### config.mk
export PLATFORM = sky130hd
export DESIGN_NAME = trace_frame_collector_flat
export DESIGN_NICKNAME = d
export VERILOG_FILES = /design/src/rtl/trace_frame_collector_if.sv /design/src/rtl/trace_frame_collector.sv /design/src/flat_wrapper.sv
export SDC_FILE = /design/constraint.sdc
export NUM_CORES = 1
export LEC_CHECK = 0
export ABC_CLOCK_PERIOD_IN_PS = 9500
export CAP_MARGIN = 25
export CORE_MARGIN = 5
export CORE_UTILIZATION = 50
export CTS_CLUSTER_DIAMETER = 60
export DETAILED_ROUTE_END_ITERATION = 8
export PLACE_DENSITY = 0.66
export SYNTH_ARGS = -nofsm -noshare
export SYNTH_HDL_FRONTEND = slang
export SYNTH_SLANG_ARGS = --single-unit
### constraint.sdc
create_clock -name clk -period 9.5 [get_ports clk]
set_input_delay 1.9 -clock clk [delete_from_list [all_inputs] [get_ports clk]]
set_output_delay 1.9 -clock clk [all_outputs]
set_load 0.01 [all_outputs]
### src/rtl/trace_frame_collector_if.sv
// Trace chunk input, frame read-out handshake and status bundle for trace_frame_collector.
interface trace_frame_collector_if #(
    parameter int MAX_BUS_WIDTH = 4
);
    logic [1:0]               width;
    logic                     trace_valid;
    logic [MAX_BUS_WIDTH-1:0] trace_data;
    logic                     sync;
    logic                     frame_avail;
    logic [15:0]              frame_word;
    logic                     frame_word_next;
    logic                     frame_next;
    logic [7:0]               ovf_count;

    modport master (
        output width, trace_valid, trace_data, frame_word_next, frame_next,
        input  sync, frame_avail, frame_word, ovf_count
    );

    modport slave (
        input  width, trace_valid, trace_data, frame_word_next, frame_next,
        output sync, frame_avail, frame_word, ovf_count
    );
endinterface

### src/rtl/trace_frame_collector.sv
// TPIU trace frame collector: aligns 1/2/4-bit chunks on full sync, assembles 16-byte frames
// as eight 16-bit words, drops idle frames and buffers FRAME_DEPTH frames for word-serial readout.
module trace_frame_collector #(
    parameter int MAX_BUS_WIDTH = 4,
    parameter int FRAME_DEPTH   = 4,
    parameter int SYNC_TIMEOUT  = 256
) (
    input  logic                   clk,
    input  logic                   rst,
    trace_frame_collector_if.slave bus
);
    localparam int              PTR_W     = $clog2(FRAME_DEPTH);
    localparam int              TO_W      = (SYNC_TIMEOUT > 1) ? $clog2(SYNC_TIMEOUT + 1) : 1;
    localparam logic [PTR_W:0]  OCC_FULL  = FRAME_DEPTH[PTR_W:0];
    localparam logic [TO_W:0]   TO_LIM    = SYNC_TIMEOUT[TO_W:0];
    localparam logic [31:0]     SYNC_WORD = 32'h7FFF_FFFF;
    localparam logic [15:0]     IDLE_WORD = 16'h7FFF;

    logic [MAX_BUS_WIDTH-1:0] raw_s;
    logic [3:0]               chunk_s;
    logic [4:0]               bit_sum_s;
    logic [31:0]              win_next_s;
    logic [15:0]              word_next_s;
    logic                     width_chg_s;
    logic                     sync_hit_s;
    logic                     word_done_s;
    logic                     frame_done_s;
    logic                     word_idle_s;
    logic                     to_expire_s;
    logic                     pop_s;
    logic                     adv_s;
    logic                     full_s;
    logic                     commit_s;
    logic                     drop_s;
    logic [PTR_W:0]           occ_next_s;

    logic [31:0]              win_r;
    logic [15:0]              word_r;
    logic [3:0]               bit_cnt_r;
    logic [2:0]               wr_word_r;
    logic [1:0]               width_q_r;
    logic                     sync_r;
    logic                     idle_r;
    logic                     pending_r;
    logic [TO_W-1:0]          to_cnt_r;
    logic [7:0][15:0]         stage_r;
    logic [7:0][15:0]         buf_r [FRAME_DEPTH];
    logic [PTR_W-1:0]         wr_ptr_r;
    logic [PTR_W-1:0]         rd_ptr_r;
    logic [2:0]               rd_word_r;
    logic [PTR_W:0]           occ_r;
    logic                     frame_avail_r;
    logic [7:0]               ovf_r;

    assign raw_s   = bus.trace_data;
    assign chunk_s = 4'(raw_s);

    // Chunk shift (newest bits enter at the top), sync match and word/frame completion
    always_comb begin
        bit_sum_s   = 5'd0;
        win_next_s  = win_r;
        word_next_s = word_r;
        case (bus.width)
            2'b10: begin
                bit_sum_s   = {1'b0, bit_cnt_r} + 5'd2;
                win_next_s  = {chunk_s[1:0], win_r[31:2]};
                word_next_s = {chunk_s[1:0], word_r[15:2]};
            end
            2'b11: begin
                bit_sum_s   = {1'b0, bit_cnt_r} + 5'd4;
                win_next_s  = {chunk_s, win_r[31:4]};
                word_next_s = {chunk_s, word_r[15:4]};
            end
            default: begin
                bit_sum_s   = {1'b0, bit_cnt_r} + 5'd1;
                win_next_s  = {chunk_s[0], win_r[31:1]};
                word_next_s = {chunk_s[0], word_r[15:1]};
            end
        endcase
        width_chg_s  = (bus.width != width_q_r);
        sync_hit_s   = bus.trace_valid && !width_chg_s && (win_next_s == SYNC_WORD);
        word_done_s  = bus.trace_valid && !width_chg_s && sync_r && !sync_hit_s &&
                       (bit_sum_s == 5'd16);
        frame_done_s = word_done_s && (wr_word_r == 3'd7);
        word_idle_s  = (word_next_s == IDLE_WORD);
        to_expire_s  = frame_done_s && (SYNC_TIMEOUT > 32'sd0) &&
                       (({1'b0, to_cnt_r} + (TO_W + 1)'(1'b1)) == TO_LIM);
    end

    // Read-side handshake: a pop in the commit cycle frees the slot the incoming frame needs
    always_comb begin
        pop_s      = bus.frame_next && frame_avail_r;
        adv_s      = bus.frame_word_next && frame_avail_r && !bus.frame_next;
        full_s     = (occ_r == OCC_FULL);
        commit_s   = pending_r && (!full_s || pop_s);
        drop_s     = pending_r && full_s && !pop_s;
        occ_next_s = occ_r;
        case ({commit_s, pop_s})
            2'b10:   occ_next_s = occ_r + (PTR_W + 1)'(1'b1);
            2'b01:   occ_next_s = occ_r - (PTR_W + 1)'(1'b1);
            default: occ_next_s = occ_r;
        endcase
    end

    // Sync search/loss and word assembly into the staging frame
    always_ff @(posedge clk or negedge rst) begin
        if (!rst) begin
            win_r     <= 32'h0000_0000;
            word_r    <= 16'h0000;
            bit_cnt_r <= 4'd0;
            wr_word_r <= 3'd0;
            width_q_r <= 2'b00;
            sync_r    <= 1'b0;
            idle_r    <= 1'b0;
            pending_r <= 1'b0;
            to_cnt_r  <= {TO_W{1'b0}};
            stage_r   <= {128{1'b0}};
        end else begin
            width_q_r <= bus.width;
            // Completed frame is handed to the buffer on the next edge unless it was all idle
            pending_r <= frame_done_s && !(idle_r && word_idle_s);
            if (width_chg_s) begin
                sync_r    <= 1'b0;
                win_r     <= 32'h0000_0000;
                bit_cnt_r <= 4'd0;
                wr_word_r <= 3'd0;
            end else if (bus.trace_valid) begin
                win_r <= win_next_s;
                if (sync_hit_s) begin
                    sync_r    <= 1'b1;
                    to_cnt_r  <= {TO_W{1'b0}};
                    bit_cnt_r <= 4'd0;
                    wr_word_r <= 3'd0;
                end else if (sync_r) begin
                    word_r    <= word_next_s;
                    bit_cnt_r <= bit_sum_s[3:0];
                    if (word_done_s) begin
                        stage_r[wr_word_r] <= word_next_s;
                        wr_word_r          <= wr_word_r + 3'd1;
                        idle_r             <= ((wr_word_r == 3'd0) || idle_r) && word_idle_s;
                        if (frame_done_s) begin
                            to_cnt_r <= to_cnt_r + TO_W'(1'b1);
                            if (to_expire_s) begin
                                sync_r <= 1'b0;
                            end
                        end
                    end
                end
            end
        end
    end

    // Buffer pointers, occupancy, read word index and status flags
    always_ff @(posedge clk or negedge rst) begin
        if (!rst) begin
            wr_ptr_r      <= {PTR_W{1'b0}};
            rd_ptr_r      <= {PTR_W{1'b0}};
            rd_word_r     <= 3'd0;
            occ_r         <= {(PTR_W + 1){1'b0}};
            frame_avail_r <= 1'b0;
            ovf_r         <= 8'd0;
        end else begin
            occ_r         <= occ_next_s;
            frame_avail_r <= (occ_next_s != {(PTR_W + 1){1'b0}});
            if (commit_s) begin
                wr_ptr_r <= wr_ptr_r + PTR_W'(1'b1);
            end
            if (pop_s) begin
                rd_ptr_r  <= rd_ptr_r + PTR_W'(1'b1);
                rd_word_r <= 3'd0;
            end else if (adv_s && (rd_word_r != 3'd7)) begin
                rd_word_r <= rd_word_r + 3'd1;
            end
            if (drop_s && (ovf_r != 8'hFF)) begin
                ovf_r <= ovf_r + 8'd1;
            end
        end
    end

    // Frame storage; contents are only observable once frame_avail is set
    always_ff @(posedge clk) begin
        if (commit_s) begin
            buf_r[wr_ptr_r] <= stage_r;
        end
    end

    assign bus.sync        = sync_r;
    assign bus.frame_avail = frame_avail_r;
    assign bus.ovf_count   = ovf_r;
    assign bus.frame_word  = frame_avail_r ? buf_r[rd_ptr_r][rd_word_r] : 16'h0000;
endmodule

### src/flat_wrapper.sv
// flat-port wrapper written by rule: the top's interface ports become plain ports
module trace_frame_collector_flat 
#(
    parameter int MAX_BUS_WIDTH = 4,
    parameter int FRAME_DEPTH   = 4,
    parameter int SYNC_TIMEOUT  = 256
)
  (clk, rst, bus_width, bus_trace_valid, bus_trace_data, bus_frame_word_next, bus_frame_next, bus_sync, bus_frame_avail, bus_frame_word, bus_ovf_count);
  trace_frame_collector_if #(.MAX_BUS_WIDTH(MAX_BUS_WIDTH)) bus_i ();
  input  logic clk;
  input  logic rst;
  input wire logic [$bits(bus_i.width)-1:0] bus_width;
  input wire logic [$bits(bus_i.trace_valid)-1:0] bus_trace_valid;
  input wire logic [$bits(bus_i.trace_data)-1:0] bus_trace_data;
  input wire logic [$bits(bus_i.frame_word_next)-1:0] bus_frame_word_next;
  input wire logic [$bits(bus_i.frame_next)-1:0] bus_frame_next;
  output wire logic [$bits(bus_i.sync)-1:0] bus_sync;
  output wire logic [$bits(bus_i.frame_avail)-1:0] bus_frame_avail;
  output wire logic [$bits(bus_i.frame_word)-1:0] bus_frame_word;
  output wire logic [$bits(bus_i.ovf_count)-1:0] bus_ovf_count;
  assign bus_i.width = bus_width;
  assign bus_i.trace_valid = bus_trace_valid;
  assign bus_i.trace_data = bus_trace_data;
  assign bus_i.frame_word_next = bus_frame_word_next;
  assign bus_i.frame_next = bus_frame_next;
  assign bus_sync = bus_i.sync;
  assign bus_frame_avail = bus_i.frame_avail;
  assign bus_frame_word = bus_i.frame_word;
  assign bus_ovf_count = bus_i.ovf_count;
  trace_frame_collector #(.MAX_BUS_WIDTH(MAX_BUS_WIDTH), .FRAME_DEPTH(FRAME_DEPTH), .SYNC_TIMEOUT(SYNC_TIMEOUT)) u_core (.clk(clk), .rst(rst), .bus(bus_i));
endmodule
Yosys cells after proc, flatten, opt, wreduce, memory -nomap -nowiden --
Memories as Yosys holds them, arrays and structs flattened. Cells that the tools add are included.
Storage, ports and cells: register bits 216, input bits 11, memories 1, bits in writable memories 512
Memory list:
- u_core.buf_r | depth 4, width 128, read ports 1, clocked after memory_dff 0, wr ports 1, RTL line trace_frame_collector.sv:47 | logic [7:0][15:0] buf_r [FRAME_DEPTH];
Cells by class: order comparisons 3, reduce and logical (&&, ||, !) cells 41, bitwise operators 2, add/sub/neg operators 12, eq/ne operators 13, multiplexer cells 36
Operator list (number):
- bitwise mux 128 bit | 1
- two-way mux 32 bit | 2
- case mux 32 bit (2 select lines) | 1
- binary-select mux 16 bit (select 3 bit) | 1
- demux 16 bit (select 3 bit) | 1
- two-way mux 16 bit | 3
- two-way mux 9 bit | 4
- == test 32 x 31 -> 1 bit, second input constant | 1
- case mux 16 bit (2 select lines) | 1
- two-way mux 3 bit | 7
- logical AND 1 bit | 19
- == test 16 x 15 -> 1 bit, second input constant | 1
- two-way mux 4 bit | 4
- adder 9 x 1 -> 10 bit, second input constant | 1
- == test 10 x 9 -> 1 bit, second input constant | 1
- case mux 5 bit (2 select lines) | 1
- AND reduction 5 bit | 2
- nonzero test 2 bit | 5
- adder 3 x 1 -> 3 bit, second input constant | 3
- adder 9 x 1 -> 9 bit, second input constant | 1
- two-way mux 1 bit | 9
- nonzero test 3 bit | 3
- adder 8 x 1 -> 8 bit, second input constant | 1
- less-than comparator 3 x 4 -> 1 bit, second input constant | 2
- 21 further kinds | 32

Depth between registers and ports, before layout --
Gate-level depths: netlist (run 1).
depth in word-level cells 16, mapped depth 13, depth with buffers taken out 10

Least setup slack after synthesis (run 1) --
OpenSTA, ideal clock, no wires.
path type input-to-reg, start point in bus_frame_next, end point mem u_core.buf_r[0][0] in the netlist's numbering, enable pin, arrival time 5.421 ns, stages 3, slack 3.577 ns, path buffers 0, data required time 8.998 ns, cells stage by stage nand2_1 a31oi_1 and2_1
Between the ends: word-level cells in the longest chain between the ends 5
RTL lines:
- from (decl) | RTL line flat_wrapper.sv:16 | input wire logic [$bits(bus_i.frame_next)-1:0] bus_frame_next;
- logical AND 1 bit | RTL line trace_frame_collector.sv:92 | pop_s = bus.frame_next && frame_avail_r;
- logical OR 1 bit | RTL line trace_frame_collector.sv:95 | commit_s = pending_r && (!full_s || pop_s);
- logical AND 1 bit | RTL line trace_frame_collector.sv:95
- two-way mux 1 bit | RTL line trace_frame_collector.sv:182 | if (commit_s) begin
- two-way mux 1 bit (not written as such) | RTL line trace_frame_collector.sv:183 | buf_r[wr_ptr_r] <= stage_r;
- to (decl) | RTL line trace_frame_collector.sv:47
No other way between the ends.

Final worst setup path (run 1) --
start point reg u_core.rd_ptr_r[0], end point out bus_frame_word[14]
Between the ends: word-level cells in the longest chain between the ends 4
RTL lines:
- from (decl) | RTL line trace_frame_collector.sv:49 | logic [PTR_W-1:0] rd_ptr_r;
- from (signal assigned) | RTL line trace_frame_collector.sv:157 | rd_ptr_r <= {PTR_W{1'b0}};
- from (signal assigned) | RTL line trace_frame_collector.sv:169 | rd_ptr_r <= rd_ptr_r + PTR_W'(1'b1);
- memory read (4 x 128 bit)
- binary-select mux 16 bit (select 3 bit) | RTL line trace_frame_collector.sv:190 | assign bus.frame_word = frame_avail_r ? buf_r[rd_ptr_r][rd_word_r] : 16'h0000;
- two-way mux 16 bit (not written as such) | RTL line trace_frame_collector.sv:190
- two-way mux 16 bit | RTL line trace_frame_collector.sv:190
- to (decl) | RTL line flat_wrapper.sv:19 | output wire logic [$bits(bus_i.frame_word)-1:0] bus_frame_word;
No other way between the ends. The select of a mux whose other input is x is not followed.

==> results of run 1 <==
==> final cells by class <==
| cell class | count | area [µm²] | share of cell area, % |
|---|---|---|---|
| clock inverter | 36 | 319 | 0.953 |
| multi-input combinational | 769 | 8560 | 25.6 |
| sequential | 726 | 20700 | 62.0 |
| clock buffer | 105 | 2090 | 6.25 |
| tap | 773 | 967 | 2.89 |
| timing repair buffer | 79 | 721 | 2.15 |
| inverter | 20 | 75.1 | 0.224 |
==> stage by stage <==
step / std cells / hold slack, ns / setup WS (ns) / utilization (%) / area [µm²]
global placement: 2364 / 0.474 / 3.72 / 52.6 / 31000
detailed placement: 2365 / 0.468 / 3.66 / 52.6 / 31000
finish: 2508 / 0.471 / 3.33 / 56.7 / 33500
global route: 2508 / 0.500 / 3.03 / 56.7 / 33500
floorplan: 1598 / 0.430 / 3.58 / - / 29800
CTS: 2506 / 0.476 / 3.14 / 56.7 / 33400
==> kinds of logic (layout without fill, tap and decap cells) <==
logic type,count (synthesis),after routing,share of synthesized area (%)
buffers and inverters,103,240,1.69
muxes,382,382,21.1
and+or+nand+nor,243,243,4.20
AOI/OAI and AO/OA,100,100,1.84
adders and majority gates,17,17,0.739
DFF,726,726,69.6
xor gates and xnor gates,27,27,0.794
==> worst min-delay path by stage <==
stage	end	slack (ns)	startpoint	cells past startpoint
after floorplan	u_core.pending_r	0.43	u_core.idle_r	1
after global placement	u_core.pending_r	0.47	u_core.idle_r	1
after detailed placement	u_core.pending_r	0.47	u_core.idle_r	1
after CTS	u_core.pending_r	0.48	u_core.idle_r	1
after global routing	u_core.pending_r	0.50	u_core.idle_r	1
final	u_core.pending_r	0.47	u_core.idle_r	1
==> critical path, delay by kind of cell, from the launching register on <==
| kind | cells | cell delay, ns |
|---|---|---|
| flops | 1 | 1.03 |
| buf+inv | 2 | 1.21 |
| simple gates | 1 | 0.09 |
| mux | 2 | 1.09 |
| compound gates | 1 | 0.17 |
==> cell usage after synthesis (2+ instances only) <==
cell and number:
nand2b_1 2, clkbuf_1 38, mux2_2 84, xor2_1 13, mux2_1 3, inv_1 16, or4_1 5, buf_6 8
nor4_1 5, o22ai_1 3, buf_2 9, buf_4 5, buf_1 21, a21o_1 3, mux2_4 71, xnor2_1 14
nand4b_1 2, edfxtp_1 512, dfrtp_1 214, o21ai_0 9, and3_1 4, nor3_4 2, nor3_1 6, nand4_1 14
mux2i_1 63, a22oi_1 2, nand3_1 13, nor4_4 7, mux4_2 160, nor2_1 104, and2_1 10, clkinv_1 4
ha_1 16, a21oi_1 74, nand2_1 62
==> sequential cells by signal, summed over array words and instances, names as in the netlist <==
name / count
u_core.win_r: 31
u_core.width_q_r: 2
u_core.idle_r: 1
u_core.to_cnt_r: 9
u_core.bus.ovf_count: 8
u_core.bus.frame_avail: 1
u_core.wr_word_r: 3
u_core.wr_ptr_r: 2
u_core.occ_r: 3
u_core.rd_ptr_r: 2
u_core.bit_cnt_r: 4
u_core.bus.sync: 1
u_core.rd_word_r: 3
u_core.pending_r: 1
u_core.word_r: 15
u_core.stage_r: 128
u_core.buf_r: 512
==> power by group through the flow <==
stage                     logic [mW]  registers (mW)  clock network [mW]
after floorplan                0.570            3.45                   0
after global placement         0.648            3.59                   0
after detailed placement       0.654            3.59                   0
after CTS                      0.655            3.53                2.89
after global routing           0.756            3.48                3.03
final                          0.701            3.47                2.83
==> routing by layer <==
| metal | global-route usage, % | vias up | part of all wire (%) | routed length, µm |
|---|---|---|---|---|
| met3 | 3.67 | 73 | 5.0 | 3080 |
| met1 | 28.0 | 7796 | 44 | 27300 |
| met2 | 31.7 | 357 | 49 | 30300 |
| met4 | 4.16 | 0 | 1.5 | 926 |
| li1 | - | 6423 | - | - |
| met5 | 0 | - | 0 | 0 |
==> impl_metrics.yaml, run 1 <==
floorplan:
  die_area_um2: 64500
  rows: 89
  start_util_pct: 50.5
  die_w_um: 254
  pin_count: 37
  core_um2: 59000
  die_height_um: 254
global_route:
  grt_pass1_wl_mm: 94.9
  overflow: 0
  grt_antenna_before_repair: 0
  track_usage_pct: 19.5
  grt_pass1_vias: 15400
  grt_max_degree: 154
setup_path:
  r2r_cells: 8
  cp-end-kind: "output port"
  crit_path_cell_trace: "buf_12 -> mux4_2 -> mux4_2 -> nand2_1 -> a21oi_1 -> clkdlybuf4s50_1"
  r2r-start: "u_core.bit_cnt_r[2]"
  reg2reg_to: "u_core.stage_r[100]"
  cp_max_fo: 89
  worst_ep_arrival_time_ns: 4.27
  cp_slowest_cell: "dfrtp_4"
  cp-start-kind: "register"
  crit_type: "register to output port"
  reg2reg_slack_ns: 6.02
  crit_end: "bus_frame_word[14]"
  crit_top_cell: "mux4_2"
  timing.critical_path.required_ns: 7.60
  slowest_delay_ns: 1.03
  cp-startpoint: "u_core.rd_ptr_r[0]"
finish:
  drive_gt1_share_pct: 28.5
  fillers: 4456
  final_cell_mix: "edfxtp_1, dfrtp_1, mux4_2"
  synthToLayoutAreaGrowth_pct: 12.4
  layout_commonest_cell: "edfxtp_1"
  antenna_cells: 0
  final_nets: 1700
pwr:
  intPower_mw: 5.29
  p_leak_nw: 13.6
  pwr-share-clk_pct: 40.5
  power.switching_mw: 1.71
  powerDensity_nw_per_um2: 209
  p_seq_share_pct: 49.5
  comb_power_share_pct: 10.0
  finalPower_mw: 7.00
  swShare_pct: 24.4
  ir_drop_mv: 0.184
synth:
  yosys_warnings: 0
  synth-edff-count: 512
  synth_area_leaders: "edfxtp_1, dfrtp_1, mux4_2"
  async_reset_ff_share_pct: 29.5
  synth_area_leader_cell: "edfxtp_1"
  synth_top_flop_cell: "edfxtp_1"
  syn_area_um2: 29800
  synth_top_area_share_pct: 51.6
  synth_seq_cells: 726
  synth.yosys.seq_area_share_pct: 69.6
  postSynthAreaPerCell_um2: 18.6
  synth_cell_type_count: 55
  synth_nets: 1626
  syn_inst: 1598
sta:
  min_period_ns: 6.17
  skew_ns: 0.0227
  worstMarginPinSlew_ns: 1.01
  tns_ns: 0
  hold_viol_final: 0
  rsz0062_at_grt: "no"
  relSlewSlack_pct: 32.2
  period_share_pct: 64.9
  max_freq_ghz: 0.162
  setup_viol: 0
  drv_slew: 0
clock_tree:
  cts_tree: "built"
  holdBufCountCts: 0
  cts_max_path_buffers: 3
  cts_setup_buffers: 0
  cts_resized: 0
  numCtsBuffers: 76
  clk_pin_slew_ns: 0.06
  htreeDepth: 3
  worst_skew_pair.late_latency_ns: 0.61
  clockRootBuffer: "clkbuf_16"
  cts.sinks: 726
run_status:
  outcome: "complete, no violations"
routing:
  viasPerCell: 5.84
  ant_nets: 0
  dr.pass1.iters: 5
  routed_wl_mm: 61.6
  drt_drc_violations_left: 0
  drt_iter0_drc: 1102
  routedWlPerCell_um: 24.6
  dr_total_vias: 14600
flow_run:
  drv_cap: 0
place:
  port-buffer-count: 36
  gp_congestion: 0.780
  dp_hpwl_mm: 33.1
hold_path:
  hold_class: "register to register"
(Power assumes the default switching activity.)
==> inputs of run 2 (changes only) <==
--- a/config.mk
+++ b/config.mk
@@ -5,7 +5,7 @@
 export SDC_FILE = /design/constraint.sdc
 export NUM_CORES = 1
 export LEC_CHECK = 0
-export ABC_CLOCK_PERIOD_IN_PS = 9500
+export ABC_CLOCK_PERIOD_IN_PS = 5900
 export CAP_MARGIN = 25
 export CORE_MARGIN = 5
 export CORE_UTILIZATION = 50
==> constraint.sdc (replaced) <==
create_clock -name clk -period 5.9 [get_ports clk]
set_input_delay 1.18 -clock clk [delete_from_list [all_inputs] [get_ports clk]]
set_output_delay 1.18 -clock clk [all_outputs]
set_load 0.01 [all_outputs]
==> impl_metrics.yaml, run 2 (synthesized netlist as in run 1, its figures left out) <==
run_status:
  outcome: "complete, no violations"
flow_run:
  drv_cap: 0
routing:
  routed_wl_mm: 61.7
  viasPerCell: 5.87
  routedWlPerCell_um: 24.5
  drt_iter0_drc: 1052
  drt_drc_violations_left: 0
  ant_nets: 0
  dr_total_vias: 14800
  dr.pass1.iters: 5
clock_tree:
  cts_resized: 0
  cts_tree: "built"
  clockRootBuffer: "clkbuf_16"
  worst_skew_pair.late_latency_ns: 0.61
  htreeDepth: 3
  cts.sinks: 726
  cts_max_path_buffers: 3
  clk_pin_slew_ns: 0.06
  holdBufCountCts: 0
  cts_setup_buffers: 0
  numCtsBuffers: 75
setup_path:
  cp_max_fo: 33
  cp-start-kind: "register"
  cp-end-kind: "output port"
  slowest_delay_ns: 0.92
  cp_slowest_cell: "dfrtp_4"
  timing.critical_path.required_ns: 4.72
  crit_type: "register to output port"
  reg2reg_slack_ns: 2.15
  crit_buf_inv: 2
  crit_top_cell: "mux4_2"
  worst_ep_arrival_time_ns: 3.80
  critPathTopFamily: "multiplexers"
  crit_path_cell_trace: "buf_12 -> mux4_2 -> mux4_2 -> nand2_1 -> a21oi_1 -> clkdlybuf4s50_1"
global_route:
  grt_use_met2_pct: 31.3
  busiest_layer: "met2"
  met1_usage_pct: 28.8
  grt_max_degree: 84
  grt_use_met3_pct: 3.32
  grt_pass1_vias: 15400
  overflow: 0
  grt_antenna_before_repair: 0
  track_usage_pct: 19.7
  grt_pass1_wl_mm: 95.9
finish:
  largest_reg_flops: 512
  synthToLayoutAreaGrowth_pct: 13.6
  final_cell_mix: "edfxtp_1, dfrtp_1, mux4_2"
  regMostFlops: "u_core.buf_r"
  reg_top3: "u_core.buf_r (512), u_core.stage_r (128), u_core.win_r (31)"
  fin_util_pct: 57.3
  layout_commonest_cell: "edfxtp_1"
  drive_gt1_share_pct: 29.2
  antenna_cells: 0
  final_nets: 1717
floorplan:
  core_um2: 59000
  pin_count: 37
  die_height_um: 254
  start_util_pct: 50.5
  rows: 89
  die_w_um: 254
  die_area_um2: 64500
place:
  gp_congestion: 0.822
  port-buffer-count: 36
  dp_hpwl_mm: 35.7
  place_ws_ns: 0.743
sta:
  setup_viol: 0
  hold_ws_ns: 0.503
  max_freq_ghz: 0.201
  skew_ns: 0.0260
  worst_slack_ns: 0.917
  drv_slew: 0
  rsz0062_at_grt: "no"
  hold_viol_final: 0
  relSlewSlack_pct: 31.1
  period_share_pct: 84.5
  tns_ns: 0
  min_period_ns: 4.98
  worstMarginPinSlew_ns: 1.03
pwr:
  p_leak_nw: 13.8
  finalPower_mw: 11.5
  ir_drop_mv: 0.215
  powerDensity_nw_per_um2: 341
hold_path:
  hold_class: "register to register"
-- run 2: power by group --
| part | leakage (nW) | internal [mW] | switching [mW] | total, mW |
|---|---|---|---|---|
| Clock | 1.24 | 2.88 | 1.91 | 4.79 |
| Combinational | 3.61 | 0.521 | 0.606 | 1.13 |
| Sequential | 8.92 | 5.44 | 0.186 | 5.62 |
-- run 2: per-stage QoR --
stage          instance area (µm²)  instances
2_1_floorplan                29800       1598
3_3_place_gp                 31300       2384
3_5_place_dp                 31300       2385
4_1_cts                      33800       2523
5_1_grt                      33800       2523
6_report                     33800       2523
-- run 2: area by class of cell --
class | instances | area [µm²]
fillers | 4426 | 25200
flip-flops and latches | 726 | 20700
clock inverters | 23 | 303
clock buffers | 115 | 2230
inverters | 20 | 75.1
repair buffers | 97 | 951
well taps | 773 | 967
multi-input cells | 769 | 8560
-- run 2: final timing paths --
| path | start | end | depth (start not counted) |
|---|---|---|---|
| worst max-delay path | u_core.rd_ptr_r[0] | bus_frame_word[15] | 6 |
| worst min-delay path | u_core.idle_r | u_core.pending_r | 1 |
| worst max register to register | u_core.bit_cnt_r[2] | u_core.stage_r[63] | 9 |
| worst min register to register | u_core.idle_r | u_core.pending_r | 1 |
| max in group asynchronous | rst | u_core.win_r[21] | 2 |
| min in group asynchronous | rst | u_core.rd_ptr_r[1] | 1 |
-- run 2: layer usage --
| layer | vias to the layer above | part of all wire, % | wire length, µm |
|---|---|---|---|
| met1 | 7869 | 45 | 27600 |
| met4 | 0 | 2.2 | 1390 |
| met3 | 96 | 4.9 | 3040 |
| met2 | 378 | 48 | 29700 |
| met5 | - | 0 | 0 |
| li1 | 6465 | - | - |
==> inputs of run 3 (changes only) <==
--- a/config.mk
+++ b/config.mk
@@ -5,13 +5,13 @@
 export SDC_FILE = /design/constraint.sdc
 export NUM_CORES = 1
 export LEC_CHECK = 0
-export ABC_CLOCK_PERIOD_IN_PS = 5900
+export ABC_CLOCK_PERIOD_IN_PS = 4350
 export CAP_MARGIN = 25
 export CORE_MARGIN = 5
 export CORE_UTILIZATION = 50
 export CTS_CLUSTER_DIAMETER = 60
 export DETAILED_ROUTE_END_ITERATION = 8
-export PLACE_DENSITY = 0.66
+export PLACE_DENSITY = 0.68
 export SYNTH_ARGS = -nofsm -noshare
 export SYNTH_HDL_FRONTEND = slang
 export SYNTH_SLANG_ARGS = --single-unit
==> constraint.sdc (replaced) <==
create_clock -name clk -period 4.35 [get_ports clk]
set_input_delay 0.87 -clock clk [delete_from_list [all_inputs] [get_ports clk]]
set_output_delay 0.87 -clock clk [all_outputs]
set_load 0.01 [all_outputs]
==> impl_metrics.yaml, run 3 (synthesized netlist as in run 1, its figures left out) <==
setup_path:
  cp_slowest_cell: "mux4_2"
  crit_top_cell: "mux4_2"
  slowest_delay_ns: 0.54
  cp-start-kind: "register"
  timing.critical_path.required_ns: 3.48
  cp_max_fo: 14
  cp-end-kind: "output port"
  critPathTopFamily: "multiplexers"
  crit_buf_inv: 3
  worst_ep_arrival_time_ns: 3.30
  crit_path_cell_trace: "buf_16 -> buf_6 -> mux4_2 -> mux4_2 -> nand2_1 -> a21oi_1 -> clkdlybuf4s50_1"
  crit_type: "register to output port"
sta:
  tns_ns: 0
  worstMarginPinSlew_ns: 1.02
  worst_slack_ns: 0.177
  setup_viol: 0
  max_freq_ghz: 0.240
  relSlewSlack_pct: 31.8
  period_share_pct: 95.9
  rsz0062_at_grt: "no"
  skew_ns: 0.0234
  min_period_ns: 4.17
  drv_slew: 0
  hold_ws_ns: 0.295
  hold_viol_final: 0
pwr:
  p_leak_nw: 14.0
  finalPower_mw: 15.7
  powerDensity_nw_per_um2: 460
  ir_drop_mv: 0.302
place:
  place_ws_ns: 0.123
  gp_congestion: 0.848
  dp_cells: 2404
  dp_hpwl_mm: 36.3
  placedInstanceArea_um2: 31600
  port-buffer-count: 36
flow_run:
  drv_cap: 0
floorplan:
  core_um2: 59000
  rows: 89
  die_height_um: 254
  die_w_um: 254
  start_util_pct: 50.5
  die_area_um2: 64500
  pin_count: 37
finish:
  regMostFlops: "u_core.buf_r"
  largest_reg_flops: 512
  layout_commonest_cell: "edfxtp_1"
  layoutNonFillerInstCount: 2549
  final_cell_mix: "edfxtp_1, dfrtp_1, mux4_2"
  reg_top3: "u_core.buf_r (512), u_core.stage_r (128), u_core.win_r (31)"
  drive_gt1_share_pct: 30.1
  final_nets: 1742
  antenna_cells: 0
  synthToLayoutAreaGrowth_pct: 15.0
  fillers: 4413
  fin_util_pct: 58.0
  fin_area_um2: 34200
hold_path:
  hold_class: "input pin to async pin"
routing:
  routedWlPerCell_um: 24.9
  drt_drc_violations_left: 0
  drt_iter0_drc: 1286
  dr_total_vias: 15000
  viasPerCell: 5.88
  routed_wl_mm: 63.5
  ant_nets: 0
  dr.pass1.iters: 7
global_route:
  grt_max_degree: 97
  track_usage_pct: 19.9
  grt_pass1_wl_mm: 96.9
  overflow: 0
  grt_antenna_before_repair: 1
  grt_pass1_vias: 15900
clock_tree:
  clockRootBuffer: "clkbuf_16"
  worst_skew_pair.late_latency_ns: 0.62
  clk_pin_slew_ns: 0.06
  cts_max_path_buffers: 3
  numCtsBuffers: 75
  htreeDepth: 3
  holdBufCountCts: 0
  cts_tree: "built"
  cts.sinks: 726
run_status:
  outcome: "complete, no violations"
==> run 3: changes by cell type in the layout (fill, tap and decap cells not counted), moves of 3 or more <==
| cell | change |
|---|---|
| buf_12 | +13 |
| buf_16 | +4 |
| buf_6 | +3 |
| bufinv_16 | -3 |
| clkbuf_1 | -5 |
| clkbuf_16 | +3 |
| clkdlybuf4s50_1 | -3 |
| clkinv_1 | +7 |
| clkinvlp_4 | +3 |
| dlygate4sd2_1 | +3 |
==> run 3: area by class of cell <==
class / count / area, µm² / area share, %
sequential: 726 / 20700 / 60.6
multi-input combinational: 769 / 8560 / 25.0
clock buffer: 108 / 2180 / 6.38
timing repair buffer: 122 / 1440 / 4.21
tap: 773 / 967 / 2.82
clock inverter: 31 / 270 / 0.789
inverter: 20 / 75.1 / 0.219
==> run 3: timing repair <==
item	CTS	global route
endpoints found under the setup margin	5	9
endpoints found under the hold margin	0	0
setup buffers	0	3
cloned	0	3
gates resized for setup	7	2
pin swaps	0	0
==> run 3: final timing paths <==
kind                       cells past startpoint  slack [ns]                 endpoint                 from
setup / recovery                               7        0.18        bus_frame_word[8]   u_core.rd_ptr_r[0]
min in group clk                               1        0.48         u_core.pending_r        u_core.idle_r
hold reg to reg                                1        0.48         u_core.pending_r        u_core.idle_r
max in group asynchronous                      2        3.05       u_core.stage_r[89]                  rst
setup reg to reg                               8        1.07       u_core.stage_r[51]  u_core.bit_cnt_r[2]
hold / removal                                 1        0.29  u_core.bus.ovf_count[1]                  rst
==> run 3: per-layer routing <==
metal	vias to the layer above	global-route usage [%]	wire length, µm
met5	-	0	13
met4	2	4.88	1230
met3	94	3.47	3410
met2	422	32.9	31600
met1	7941	28.0	27300
li1	6540	-	-
==> run 3: where the power goes <==
| part | internal [mW] | total (mW) | leakage [nW] | switching [mW] |
|---|---|---|---|---|
| Combinational | 0.898 | 1.96 | 3.84 | 1.07 |
| Clock | 3.69 | 6.29 | 1.19 | 2.60 |
| Sequential | 7.38 | 7.48 | 8.92 | 0.0973 |
